<file path="src/rtl/wb_uart_debug_master.sv">
// Byte-stream driven Wishbone classic initiator: decodes 'W'/'R' frames from the UART
// receive path, runs one bus cycle and streams the response bytes back to the transmitter.
module wb_uart_debug_master #(
  parameter int unsigned WB_TIMEOUT = 255,
  parameter int unsigned RX_TIMEOUT = 100000
) (
  input  logic        clk,
  input  logic        rst_n,
  input  logic [7:0]  rx_data,
  input  logic        rx_valid,
  output logic [7:0]  tx_data,
  output logic        tx_valid,
  input  logic        tx_ready,
  output logic        wb_cyc_o,
  output logic        wb_stb_o,
  output logic        wb_we_o,
  output logic [31:0] wb_adr_o,
  output logic [31:0] wb_dat_o,
  input  logic [31:0] wb_dat_i,
  input  logic        wb_ack_i,
  output logic        busy,
  output logic        rx_drop
);

  localparam int unsigned WB_CW = (WB_TIMEOUT > 1) ? $clog2(WB_TIMEOUT) : 1;
  localparam int unsigned RX_CW = (RX_TIMEOUT > 1) ? $clog2(RX_TIMEOUT) : 1;
  localparam logic [WB_CW-1:0] WB_LAST = WB_CW'(WB_TIMEOUT - 32'd1);
  localparam logic [WB_CW-1:0] WB_ONE  = WB_CW'(32'd1);
  localparam logic [WB_CW-1:0] WB_ZERO = WB_CW'(32'd0);
  localparam logic [RX_CW-1:0] RX_LAST = RX_CW'(RX_TIMEOUT - 32'd1);
  localparam logic [RX_CW-1:0] RX_ONE  = RX_CW'(32'd1);
  localparam logic [RX_CW-1:0] RX_ZERO = RX_CW'(32'd0);

  localparam logic [7:0] CMD_W = 8'h57;
  localparam logic [7:0] CMD_R = 8'h52;
  localparam logic [7:0] RSP_K = 8'h4B;
  localparam logic [7:0] RSP_E = 8'h45;
  localparam logic [7:0] RSP_D = 8'h44;
  localparam logic [7:0] RSP_Q = 8'h3F;

  typedef enum logic [2:0] {
    ST_IDLE = 3'd0,
    ST_ADDR = 3'd1,
    ST_DATA = 3'd2,
    ST_BUS  = 3'd3,
    ST_RESP = 3'd4
  } state_t;

  state_t           state_r, state_s;
  logic             cmd_we_r, cmd_we_s;
  logic [1:0]       byte_idx_r, byte_idx_s;
  logic [31:0]      adr_sh_r, adr_sh_s;
  logic [31:0]      dat_sh_r, dat_sh_s;
  logic [RX_CW-1:0] rx_idle_r, rx_idle_s;
  logic [WB_CW-1:0] wb_tmo_r, wb_tmo_s;
  logic [31:0]      resp_sh_r, resp_sh_s;
  logic [2:0]       resp_left_r, resp_left_s;
  logic             wb_cyc_r, wb_cyc_s;
  logic             wb_stb_r, wb_stb_s;
  logic             wb_we_r, wb_we_s;
  logic [31:0]      wb_adr_r, wb_adr_s;
  logic [31:0]      wb_dat_r, wb_dat_s;
  logic [7:0]       tx_data_r, tx_data_s;
  logic             tx_valid_r, tx_valid_s;
  logic             busy_r, busy_s;
  logic             rx_drop_r, rx_drop_s;

  // Next-state and next-output computation; every output is the registered copy of these.
  always_comb begin
    state_s     = state_r;
    cmd_we_s    = cmd_we_r;
    byte_idx_s  = byte_idx_r;
    adr_sh_s    = adr_sh_r;
    dat_sh_s    = dat_sh_r;
    rx_idle_s   = rx_idle_r;
    wb_tmo_s    = wb_tmo_r;
    resp_sh_s   = resp_sh_r;
    resp_left_s = resp_left_r;
    wb_cyc_s    = wb_cyc_r;
    wb_stb_s    = wb_stb_r;
    wb_we_s     = wb_we_r;
    wb_adr_s    = wb_adr_r;
    wb_dat_s    = wb_dat_r;
    tx_data_s   = tx_data_r;
    tx_valid_s  = tx_valid_r;
    rx_drop_s   = 1'b0;

    case (state_r)
      ST_IDLE: begin
        if (rx_valid && (rx_data == CMD_W || rx_data == CMD_R)) begin
          cmd_we_s   = (rx_data == CMD_W);
          byte_idx_s = 2'd0;
          rx_idle_s  = RX_ZERO;
          state_s    = ST_ADDR;
        end else if (rx_valid) begin
          tx_data_s   = RSP_Q;
          tx_valid_s  = 1'b1;
          resp_left_s = 3'd0;
          state_s     = ST_RESP;
        end else begin
          state_s = ST_IDLE;
        end
      end

      ST_ADDR, ST_DATA: begin
        if (rx_valid) begin
          rx_idle_s  = RX_ZERO;
          byte_idx_s = byte_idx_r + 2'd1;
          if (state_r == ST_ADDR) begin
            adr_sh_s = {adr_sh_r[23:0], rx_data};
          end else begin
            dat_sh_s = {dat_sh_r[23:0], rx_data};
          end
          if (byte_idx_r != 2'd3) begin
            state_s = state_r;
          end else if (state_r == ST_ADDR && cmd_we_r) begin
            state_s = ST_DATA;
          end else begin
            // Frame complete: launch the bus cycle on the very next clock.
            state_s  = ST_BUS;
            wb_cyc_s = 1'b1;
            wb_stb_s = 1'b1;
            wb_we_s  = cmd_we_r;
            wb_adr_s = adr_sh_s;
            wb_dat_s = cmd_we_r ? dat_sh_s : 32'h0000_0000;
            wb_tmo_s = WB_ZERO;
          end
        end else if (rx_idle_r == RX_LAST) begin
          state_s = ST_IDLE;
        end else begin
          rx_idle_s = rx_idle_r + RX_ONE;
        end
      end

      ST_BUS: begin
        rx_drop_s = rx_valid;
        if (wb_ack_i) begin
          wb_cyc_s   = 1'b0;
          wb_stb_s   = 1'b0;
          wb_we_s    = 1'b0;
          tx_valid_s = 1'b1;
          state_s    = ST_RESP;
          if (cmd_we_r) begin
            tx_data_s   = RSP_K;
            resp_left_s = 3'd0;
          end else begin
            tx_data_s   = RSP_D;
            resp_sh_s   = wb_dat_i;
            resp_left_s = 3'd4;
          end
        end else if (wb_tmo_r == WB_LAST) begin
          wb_cyc_s    = 1'b0;
          wb_stb_s    = 1'b0;
          wb_we_s     = 1'b0;
          tx_data_s   = RSP_E;
          tx_valid_s  = 1'b1;
          resp_left_s = 3'd0;
          state_s     = ST_RESP;
        end else begin
          wb_tmo_s = wb_tmo_r + WB_ONE;
        end
      end

      ST_RESP: begin
        rx_drop_s = rx_valid;
        if (tx_valid_r && tx_ready && resp_left_r == 3'd0) begin
          tx_valid_s = 1'b0;
          state_s    = ST_IDLE;
        end else if (tx_valid_r && tx_ready) begin
          tx_data_s   = resp_sh_r[31:24];
          resp_sh_s   = {resp_sh_r[23:0], 8'h00};
          resp_left_s = resp_left_r - 3'd1;
        end else begin
          state_s = ST_RESP;
        end
      end

      default: begin
        state_s    = ST_IDLE;
        wb_cyc_s   = 1'b0;
        wb_stb_s   = 1'b0;
        wb_we_s    = 1'b0;
        tx_valid_s = 1'b0;
      end
    endcase

    busy_s = (state_s != ST_IDLE);
  end

  // State and output registers; reset clears everything without waiting for a clock.
  always_ff @(posedge clk or negedge rst_n) begin
    if (!rst_n) begin
      state_r     <= ST_IDLE;
      cmd_we_r    <= 1'b0;
      byte_idx_r  <= 2'd0;
      adr_sh_r    <= 32'h0000_0000;
      dat_sh_r    <= 32'h0000_0000;
      rx_idle_r   <= RX_ZERO;
      wb_tmo_r    <= WB_ZERO;
      resp_sh_r   <= 32'h0000_0000;
      resp_left_r <= 3'd0;
      wb_cyc_r    <= 1'b0;
      wb_stb_r    <= 1'b0;
      wb_we_r     <= 1'b0;
      wb_adr_r    <= 32'h0000_0000;
      wb_dat_r    <= 32'h0000_0000;
      tx_data_r   <= 8'h00;
      tx_valid_r  <= 1'b0;
      busy_r      <= 1'b0;
      rx_drop_r   <= 1'b0;
    end else begin
      state_r     <= state_s;
      cmd_we_r    <= cmd_we_s;
      byte_idx_r  <= byte_idx_s;
      adr_sh_r    <= adr_sh_s;
      dat_sh_r    <= dat_sh_s;
      rx_idle_r   <= rx_idle_s;
      wb_tmo_r    <= wb_tmo_s;
      resp_sh_r   <= resp_sh_s;
      resp_left_r <= resp_left_s;
      wb_cyc_r    <= wb_cyc_s;
      wb_stb_r    <= wb_stb_s;
      wb_we_r     <= wb_we_s;
      wb_adr_r    <= wb_adr_s;
      wb_dat_r    <= wb_dat_s;
      tx_data_r   <= tx_data_s;
      tx_valid_r  <= tx_valid_s;
      busy_r      <= busy_s;
      rx_drop_r   <= rx_drop_s;
    end
  end

  assign wb_cyc_o = wb_cyc_r;
  assign wb_stb_o = wb_stb_r;
  assign wb_we_o  = wb_we_r;
  assign wb_adr_o = wb_adr_r;
  assign wb_dat_o = wb_dat_r;
  assign tx_data  = tx_data_r;
  assign tx_valid = tx_valid_r;
  assign busy     = busy_r;
  assign rx_drop  = rx_drop_r;

endmodule

</file>
<file path="config.mk">
export PLATFORM = sky130hd
export DESIGN_NAME = wb_uart_debug_master
export DESIGN_NICKNAME = d
export VERILOG_FILES = /design/src/rtl/wb_uart_debug_master.sv
export SDC_FILE = /design/constraint.sdc
export NUM_CORES = 1
export LEC_CHECK = 0
export CAP_MARGIN = 40
export CORE_UTILIZATION = 40
export CTS_CLUSTER_SIZE = 14
export DETAILED_ROUTE_END_ITERATION = 8
export PLACE_DENSITY = 0.62
export SLEW_MARGIN = 15
export SYNTH_ARGS = -nofsm -noshare
export SYNTH_HDL_FRONTEND = slang
export SYNTH_SLANG_ARGS = --single-unit
</file>
<file path="constraint.sdc">
create_clock -name clk -period 2 [get_ports clk]
set_input_delay 0.3 -clock clk [delete_from_list [all_inputs] [get_ports clk]]
set_output_delay 0.3 -clock clk [all_outputs]
set_load 0.02 [all_outputs]
</file>
==> Word-level counts from Yosys, hierarchy flattened <==
Index checks and enable logic that the tools add are counted.
{ "totals": {"register_bits": 207, "latch_bits": 0, "mem_bits_rw": 0, "romBits": 0, "input_bits": 45, "output_inout_bits": 78, "word_cells": 139, "memories": 0} }
{ "classes": {"add_sub_neg": 4, "mul": 0, "div_mod_pow": 0, "order_cmp": 0, "eq_ne": 24, "n_shift": 0, "n_mux": 65, "bitwise_logic": 4, "n_reduce_logical": 25} }
{ "op_table": {"columns": ["operator", "n"], "rows": [
  ["$mux 32", 7],
  ["$mux 8", 11],
  ["$pmux 32 s2", 1],
  ["$mux 17", 3],
  ["$mux 3", 16],
  ["$pmux 17 s2", 1],
  ["$ne 2x2->1 const B", 14],
  ["$pmux 8 s3", 1],
  ["$add 17x1->17 const B", 1],
  ["$eq 17x17->1 const B", 1],
  ["$eq 8x7->1 const B", 2],
  ["$pmux 8 s2", 1],
  ["$mux 1", 15],
  ["$reduce_and 5->1", 3],
  ["$pmux 3 s4", 1],
  ["$reduce_and 6->1", 2],
  ["$pmux 3 s3", 1],
  ["$add 8x1->8 const B", 1],
  ["$eq 8x8->1 const B", 1],
  ["$eq 3x2->1 const B", 2],
  ["$logic_not 3->1", 2],
  ["$ne 3x3->1 const B", 2],
  ["$pmux 1 s3", 2],
  ["$reduce_and 3->1", 2],
  ["other kinds (16)", 29]
]} }

==> Logic depth before layout (Yosys ltp) <==
Gate-level depths: netlist (run 1).
{ "depth": {"ltp_word": 7, "mapped_depth": 8, "ltp_nobuf": 7} }

==> Worst setup path before layout (run 1) <==
No wires, ideal clock.
{ "synth_timing": {"path_type": "flip-flop to flip-flop", "startpoint": "reg rx_idle_r[0]", "endpoint": "reg rx_idle_r[3]", "setup_time_ns": 0.080, "arrival_time_ns": 1.775, "required_ns": 1.920, "slack_ns": 0.145, "path_stages_with_launch": 7, "path_buffers": 0, "synth_period_minus_slack_ns": 1.855, "path_cell_list": "dfrtp_1 > ha_1 > and4_1 > nand4_1 > nor2_1 > or4_1 > a21oi_1"} }
{ "synth_between": {"elab_chain_len": 4, "word_cells_on_any_way": 7, "classes_between": "1 x add/sub; 2 x eq/ne; 3 x mux; 1 x reduce/logical"} }
{ "synth_rtl": {"columns": ["item", "line", "rtl"], "rows": [
  ["from (decl)", "54", "logic [RX_CW-1:0] rx_idle_r, rx_idle_s;"],
  ["from (signal assigned)", "217", "rx_idle_r <= rx_idle_s;"],
  ["$add 17x1->17", "131", "rx_idle_s = rx_idle_r + RX_ONE;"],
  ["$mux 17", "128", "end else if (rx_idle_r == RX_LAST) begin"],
  ["$mux 17", "106", "if (rx_valid) begin"],
  ["$pmux 17 s2", "88", "case (state_r)"]
]} }
Several ways; a longest one is shown, not always the timed one. The select of a mux whose other input is x is not followed.
A chain may end at the register's enable or synchronous reset.

==> Worst setup path in the final report (run 1) <==
{ "layout_timing": {"startpoint": "reg state_r[1]", "endpoint": "reg busy_r, in the netlist busy"} }
{ "layout_between": {"elab_chain_len": 7, "word_cells_on_any_way": 17, "classes_between": "4 x eq/ne; 9 x mux; 4 x reduce/logical"} }
{ "layout_rtl": {"columns": ["item", "line", "rtl"], "rows": [
  ["from (decl)", "49", "state_t state_r, state_s;"],
  ["from (signal assigned)", "212", "state_r <= state_s;"],
  ["$eq 3x1->1", "88, 116", null],
  ["$logic_and 1x1->1", "116", "end else if (state_r == ST_ADDR && cmd_we_r) begin"],
  ["$mux 1", "116", null],
  ["$mux 3", "114", "if (byte_idx_r != 2'd3) begin"],
  ["$mux 3", "106", null],
  ["$pmux 3 s4 (*)", "88", null],
  ["net state_s[0]", "49", null],
  ["$reduce_bool 3->1 (*)", "187", "busy_s = (state_s != ST_IDLE);"],
  ["net busy_s", "65", "logic busy_r, busy_s;"],
  ["to (signal assigned)", "228", "busy_r <= busy_s;"],
  ["to (decl)", "65", null]
]} }
Mark *: on every way through the listed nets, which the timed path passes. The rest lies on a longest branch.

==> results of run 1 <==
[what timing repair did]
item,in CTS,in global routing
hold buffers,1,0
pin swaps,0,3
gates resized for setup,1,9
endpoints found under the hold margin,48,0
setup buffers,0,1
setup endpoints to repair,10,23
[cell families (layout without fill, tap and decap cells)]
family,after synthesis,in the layout,share of synthesized area (%)
and+or+nand+nor,245,245,13.0
DFF,199,199,57.4
AOI/OAI and AO/OA,167,167,12.8
muxes,89,89,11.1
buffers and inverters,58,245,3.32
xor gates and xnor gates,14,14,1.50
adders and majority gates,6,6,0.866
[layout make-up]
| type | instances | area share [%] |
|---|---|---|
| multi-input cells | 521 | 30.5 |
| well taps | 275 | 3.02 |
| repair buffers | 203 | 17.2 |
| clock buffers | 18 | 3.76 |
| clock inverters | 14 | 1.56 |
| flip-flops and latches | 199 | 43.7 |
| inverters | 10 | 0.329 |
[registers in the layout, indices dropped and copies added (netlist names)]
signal / cells
adr_sh_r: 32
resp_sh_r: 32
wb_adr_o: 32
wb_dat_o: 32
dat_sh_r: 24
rx_idle_r: 17
tx_data: 8
wb_tmo_r: 8
resp_left_r: 3
state_r: 3
byte_idx_r: 2
busy: 1
cmd_we_r: 1
rx_drop: 1
tx_valid: 1
wb_stb_o: 1
wb_we_o: 1
[synth_stat cells (3+ instances only)]
master	instances
ha_1	6
a22o_1	33
o21ai_0	60
nand4_1	10
clkbuf_1	11
mux2i_1	33
buf_2	32
o21ai_1	9
a21oi_1	11
and4_1	4
nand2b_1	5
o211ai_1	5
nor3_1	3
nor2_1	48
inv_1	10
xnor2_1	5
a31oi_1	28
or3_1	6
nand3_1	15
and3_1	4
dfrtp_1	199
mux2_2	56
nand2_1	128
buf_6	3
xor2_1	8
o31ai_1	3
[critical path, cell delays in order (launching register included)]
cell,delay (ps)
dfrtp_2,480
buf_4,180
and3b_2,250
o211a_1,160
nor2_1,200
nand3_1,120
or3_1,390
[per-stage QoR]
stage               setup slack (ps)  TNS, ps  hold WS, ps
finish                          82.5        0          412
global placement                -191    -2920          322
global route                    1.36        0          417
CTS                             40.1        0          392
floorplan                        145        0         4.41
detailed placement              -237    -4100          317
[routing by layer]
metal  vias to the layer above  track usage (%)  part of all wire (%)
met5                         -                0                     0
met1                      3114             26.1                    48
met4                         0             6.02                   1.2
met2                       140             28.7                    47
met3                        14             3.85                   3.8
li1                       3113                -                     -
[how the worst min path moves through the flow]
stage,startpoint,end,slack [ps],depth (start not counted)
2_1_floorplan,rst_n,adr_sh_r[0],4,0
3_3_place_gp,rst_n,wb_tmo_r[4],320,1
3_5_place_dp,rst_n,wb_stb_o,320,1
4_1_cts,wb_dat_i[1],resp_sh_r[1],390,3
5_1_grt,wb_dat_i[10],resp_sh_r[10],420,3
6_report,wb_dat_i[1],resp_sh_r[1],410,3
[power by group through the flow]
stage | Combinational (mW) | Sequential, mW | Clock (mW)
after floorplan | 1.12 | 4.83 | 0
after global placement | 2.05 | 4.78 | 0
after detailed placement | 2.09 | 4.78 | 0
after CTS | 2.09 | 4.70 | 3.52
after global routing | 2.33 | 4.75 | 3.67
final | 2.07 | 4.70 | 3.41
==> results.py, run 1 <==
metrics = {
    "status": {
        "status": "finished clean",
    },
    "synth": {
        "synthCells": 778,
        "avgSynthCellArea_um2": 11.1,
        "synth_area_leaders": "dfrtp_1, mux2_2, nand2_1",
        "yosysWarningCount": 0,
        "yosys_register_bits": 199,
        "synth_edf_count": 0,
        "yosysTopAreaCell": "dfrtp_1",
        "async_flop_share_pct": 100,
        "synth_top_area_share_pct": 57.4,
        "synth_seq_area_share_pct": 57.4,
        "synth.cell_area_um2": 8670,
        "synth_cell_type_count": 60,
        "synth_nets": 829,
        "synth_ff_type": "dfrtp_1",
    },
    "setup_path": {
        "rr_startpoint": "state_r[1]",
        "cp.required_ps": 2280,
        "worstPathArrival_ps": 2200,
        "crit_type": "flop to flop",
        "rr_worst_depth": 6,
        "reg2reg_slack_ps": 80,
        "path_max_fanout": 8,
        "start_kind": "flop",
        "end_kind": "flop",
        "crit_end": "busy",
        "startpoint": "state_r[1]",
        "timing.rr.end": "busy",
    },
    "floorplan": {
        "core_um2": 21200,
        "pin_count": 123,
        "rows": 53,
        "fp.dieW_um": 149,
        "die_h_um": 149,
        "die_area_um2": 22300,
        "start_util_pct": 41.0,
    },
    "placed_design": {
        "portBuffers": 122,
        "place_inst": 1206,
        "place_area_um2": 10700,
        "gp_congestion": 0.811,
        "dp_hpwl_um": 13500,
    },
    "global_routing": {
        "grt_overflow": 0,
        "grt_max_degree": 57,
        "track_usage_pct": 18.6,
        "grt_pass1_vias": 6151,
        "antenna_found_initial": 0,
        "grt_pass1_wl_um": 32300,
    },
    "cts": {
        "cts_tree": "built",
        "cts_max_level": 4,
        "clock_sinks": 199,
        "cts_buffers": 17,
        "cts_buffer_depth": 2,
        "clk_latency_ps": 440,
        "clk_pin_slew_worst_paths_ps": 80,
        "cts_root_buffer": "clkbuf_16",
    },
    "job": {
        "max_cap_violations": 0,
    },
    "drt": {
        "vias_per_cell": 5.15,
        "ant_nets": 0,
        "drt_pass1_iterations": 4,
        "wl_um": 19600,
        "drc": 0,
        "drtIter0Drc": 307,
        "post_drt_wl_per_cell_um": 15.8,
        "dr_total_vias": 6381,
    },
    "sta": {
        "fmax_ghz": 0.522,
        "period_minus_slack_ps": 1920,
        "rsz0062_at_grt": "false",
        "timing.final.crit_share_pct": 95.9,
        "tightest_slew_ps": 506,
        "slew_headroom_pct": 66.3,
        "fin_skew_ps": 19.0,
        "slew_violations": 0,
        "setup_viol_count_final": 0,
        "hold_viol_final": 0,
    },
    "finish": {
        "multiInputGateArea_um2": 3480,
        "drive_gt1_share_pct": 20.1,
        "area_delta_synth_final_pct": 31.5,
        "fin_nets": 1003,
        "layout.cells.non_filler": 1240,
        "mostFrequentLayoutCell": "dfrtp_1",
        "diodes": 0,
        "final_core_util_pct": 53.9,
        "final_area_um2": 11400,
        "layout_common_cells": "dfrtp_1, nand2_1, clkdlybuf4s50_1",
        "ff_latch_area_um2": 4980,
        "fill_cells": 1858,
    },
    "power_and_ir_drop": {
        "p_per_area_nw_per_um2": 893,
        "p_sw_mw": 3.11,
        "p_clk_share_pct": 33.5,
        "cellInternalPower_mw": 7.07,
        "sw_frac_of_total_pct": 30.6,
        "vdd_drop_max_mv": 0.619,
        "p_leak_nw": 5.03,
        "comb_power_share_pct": 20.3,
        "power.total_mw": 10.2,
        "pwr-share-seq_pct": 46.1,
    },
    "worst_hold_path": {
        "holdCritPathClass": "input pin to flop",
    },
}
Note: power is estimated with default switching activity, not from simulation.
==> inputs of run 2 (changes only) <==
CTS_BUF_LIST = sky130_fd_sc_hd__clkbuf_2 sky130_fd_sc_hd__clkbuf_4 sky130_fd_sc_hd__clkbuf_8   (was unset)
==> run 2 against run 1 <==
Count of clock-buffer cells in the layout stayed put. Cell area decreased by 1.5%. Power down 7.9%. Worst hold slack got worse by 42 ps. Clock skew grew 7.9 ps. Combinational power about the same. Critical path depth down 2. Via count down 0.11%. Largest power group unchanged.
==> results.py, run 2 (same netlist as run 1, synthesis figures left out) <==
metrics = {
    "floorplan": {
        "rows": 53,
        "start_util_pct": 41.0,
        "core_um2": 21200,
        "die_h_um": 149,
        "pin_count": 123,
        "die_area_um2": 22300,
        "fp.dieW_um": 149,
    },
    "setup_path": {
        "worstPathArrival_ps": 2250,
        "end_kind": "flop",
        "start_kind": "flop",
        "cp_slowest_cell": "dfrtp_2",
        "cp_cell_sequence": "or3b_1, a211o_2, buf_12, a22o_1",
        "path_max_fanout": 56,
        "rr_startpoint": "state_r[1]",
        "crit_type": "flop to flop",
        "max_stage_delay_ps": 490,
        "rr_worst_depth": 4,
        "cp.required_ps": 2350,
        "reg2reg_slack_ps": 110,
        "timing.rr.end": "wb_dat_o[26]",
    },
    "cts": {
        "cts_max_level": 4,
        "cts_root_buffer": "clkbuf_8",
        "clk_latency_ps": 480,
        "clock_sinks": 199,
        "cts_tree": "built",
        "cts_buffers": 17,
        "cts_buffer_depth": 2,
        "clk_pin_slew_worst_paths_ps": 100,
    },
    "global_routing": {
        "grt_pass1_vias": 6090,
        "grt_max_degree": 57,
        "antenna_found_initial": 0,
        "track_usage_pct": 18.4,
        "grt_pass1_wl_um": 32000,
        "grt_overflow": 0,
    },
    "status": {
        "status": "finished clean",
    },
    "drt": {
        "drc": 0,
        "drt_pass1_iterations": 4,
        "ant_nets": 0,
        "dr_total_vias": 6374,
        "post_drt_wl_per_cell_um": 15.7,
        "wl_um": 19500,
        "vias_per_cell": 5.13,
        "drtIter0Drc": 329,
    },
    "finish": {
        "final_area_um2": 11200,
        "layout_common_cells": "dfrtp_1, nand2_1, clkdlybuf4s50_1",
        "fin_nets": 1005,
        "drive_gt1_share_pct": 20.7,
        "diodes": 0,
        "mostFrequentLayoutCell": "dfrtp_1",
        "area_delta_synth_final_pct": 29.6,
        "fill_cells": 1875,
    },
    "worst_hold_path": {
        "holdCritPathClass": "input pin to async pin",
    },
    "placed_design": {
        "gp_congestion": 0.811,
        "dp_hpwl_um": 13500,
        "portBuffers": 122,
        "place_area_um2": 10700,
    },
    "sta": {
        "rsz0062_at_grt": "false",
        "whs_ps": 369,
        "setup_viol_count_final": 0,
        "hold_viol_final": 0,
        "period_minus_slack_ps": 1890,
        "timing.final.crit_share_pct": 94.6,
        "fmax_ghz": 0.528,
        "fin_skew_ps": 26.9,
        "slew_headroom_pct": 66.4,
        "slew_violations": 0,
        "tightest_slew_ps": 505,
    },
    "power_and_ir_drop": {
        "p_leak_nw": 4.96,
        "p_per_area_nw_per_um2": 834,
        "vdd_drop_max_mv": 0.489,
    },
    "job": {
        "max_cap_violations": 0,
    },
}
==> run 2: critical path, delay by kind of cell (launching register included) <==
kind	cells	cell delay, ps
compound gates	2	640
buf+inv	1	200
flops	1	490
simple gates	1	430
==> run 2: metal layers <==
| layer | up-vias | part of all wire, % | track usage, % |
|---|---|---|---|
| met5 | - | 0 | 0 |
| met4 | 0 | 1.3 | 5.41 |
| met3 | 15 | 3.8 | 3.85 |
| met2 | 128 | 47 | 28.2 |
| met1 | 3108 | 48 | 26.1 |
| li1 | 3123 | - | - |
==> run 2: power by group <==
group | internal [mW] | switching [mW] | total (mW)
Combinational | 0.921 | 1.15 | 2.07
Sequential | 4.44 | 0.254 | 4.70
Clock | 0.977 | 1.62 | 2.60
==> run 2: cell type report <==
class | instances | area (um2) | share of cell area [%]
Timing Repair Buffer | 205 | 1980 | 17.6
Clock inverter | 14 | 178 | 1.58
Clock buffer | 18 | 241 | 2.15
Inverter | 10 | 37.5 | 0.334
Sequential cell | 199 | 4980 | 44.3
Tap cell | 275 | 344 | 3.06
Multi-Input combinational cell | 521 | 3480 | 31.0
==> run 2: metrics by stage <==
| step | TNS [ps] | utilization [%] | cells | power [mW] | setup WS (ps) |
|---|---|---|---|---|---|
| 2_1_floorplan | 0 | - | 778 | 5.95 | 145 |
| 3_3_place_gp | -2920 | 50.8 | 1206 | 6.83 | -191 |
| 3_5_place_dp | -4100 | 50.8 | 1206 | 6.87 | -237 |
| 4_1_cts | 0 | 52.8 | 1239 | 9.48 | 31.1 |
| 5_1_grt | 0 | 53.1 | 1242 | 9.91 | 0.214 |
| 6_report | 0 | 53.1 | 1242 | 9.37 | 107 |
==> run 2: repair_timing <==
| action | 4_1_cts | 5_1_grt |
|---|---|---|
| gates resized for setup | 1 | 11 |
| pin swaps | 0 | 3 |
| setup buffers | 0 | 3 |
| endpoints found under the hold margin | 48 | 0 |
| setup endpoints to repair | 24 | 25 |
| hold buffers | 1 | 0 |
==> run 2: worst max path at each step <==
stage                              from       endpoint  slack, ps  cells past startpoint
final                        state_r[1]   wb_dat_o[26]        110                      4
after global routing      rx_idle_r[14]  rx_idle_r[13]        0.2                      7
after CTS                    state_r[1]     tx_data[1]         30                      5
after detailed placement     rx_data[0]  rx_idle_r[13]       -240                      7
after global placement       rx_data[5]     tx_data[3]       -190                      6
after floorplan            rx_idle_r[0]   rx_idle_r[3]        150                      6
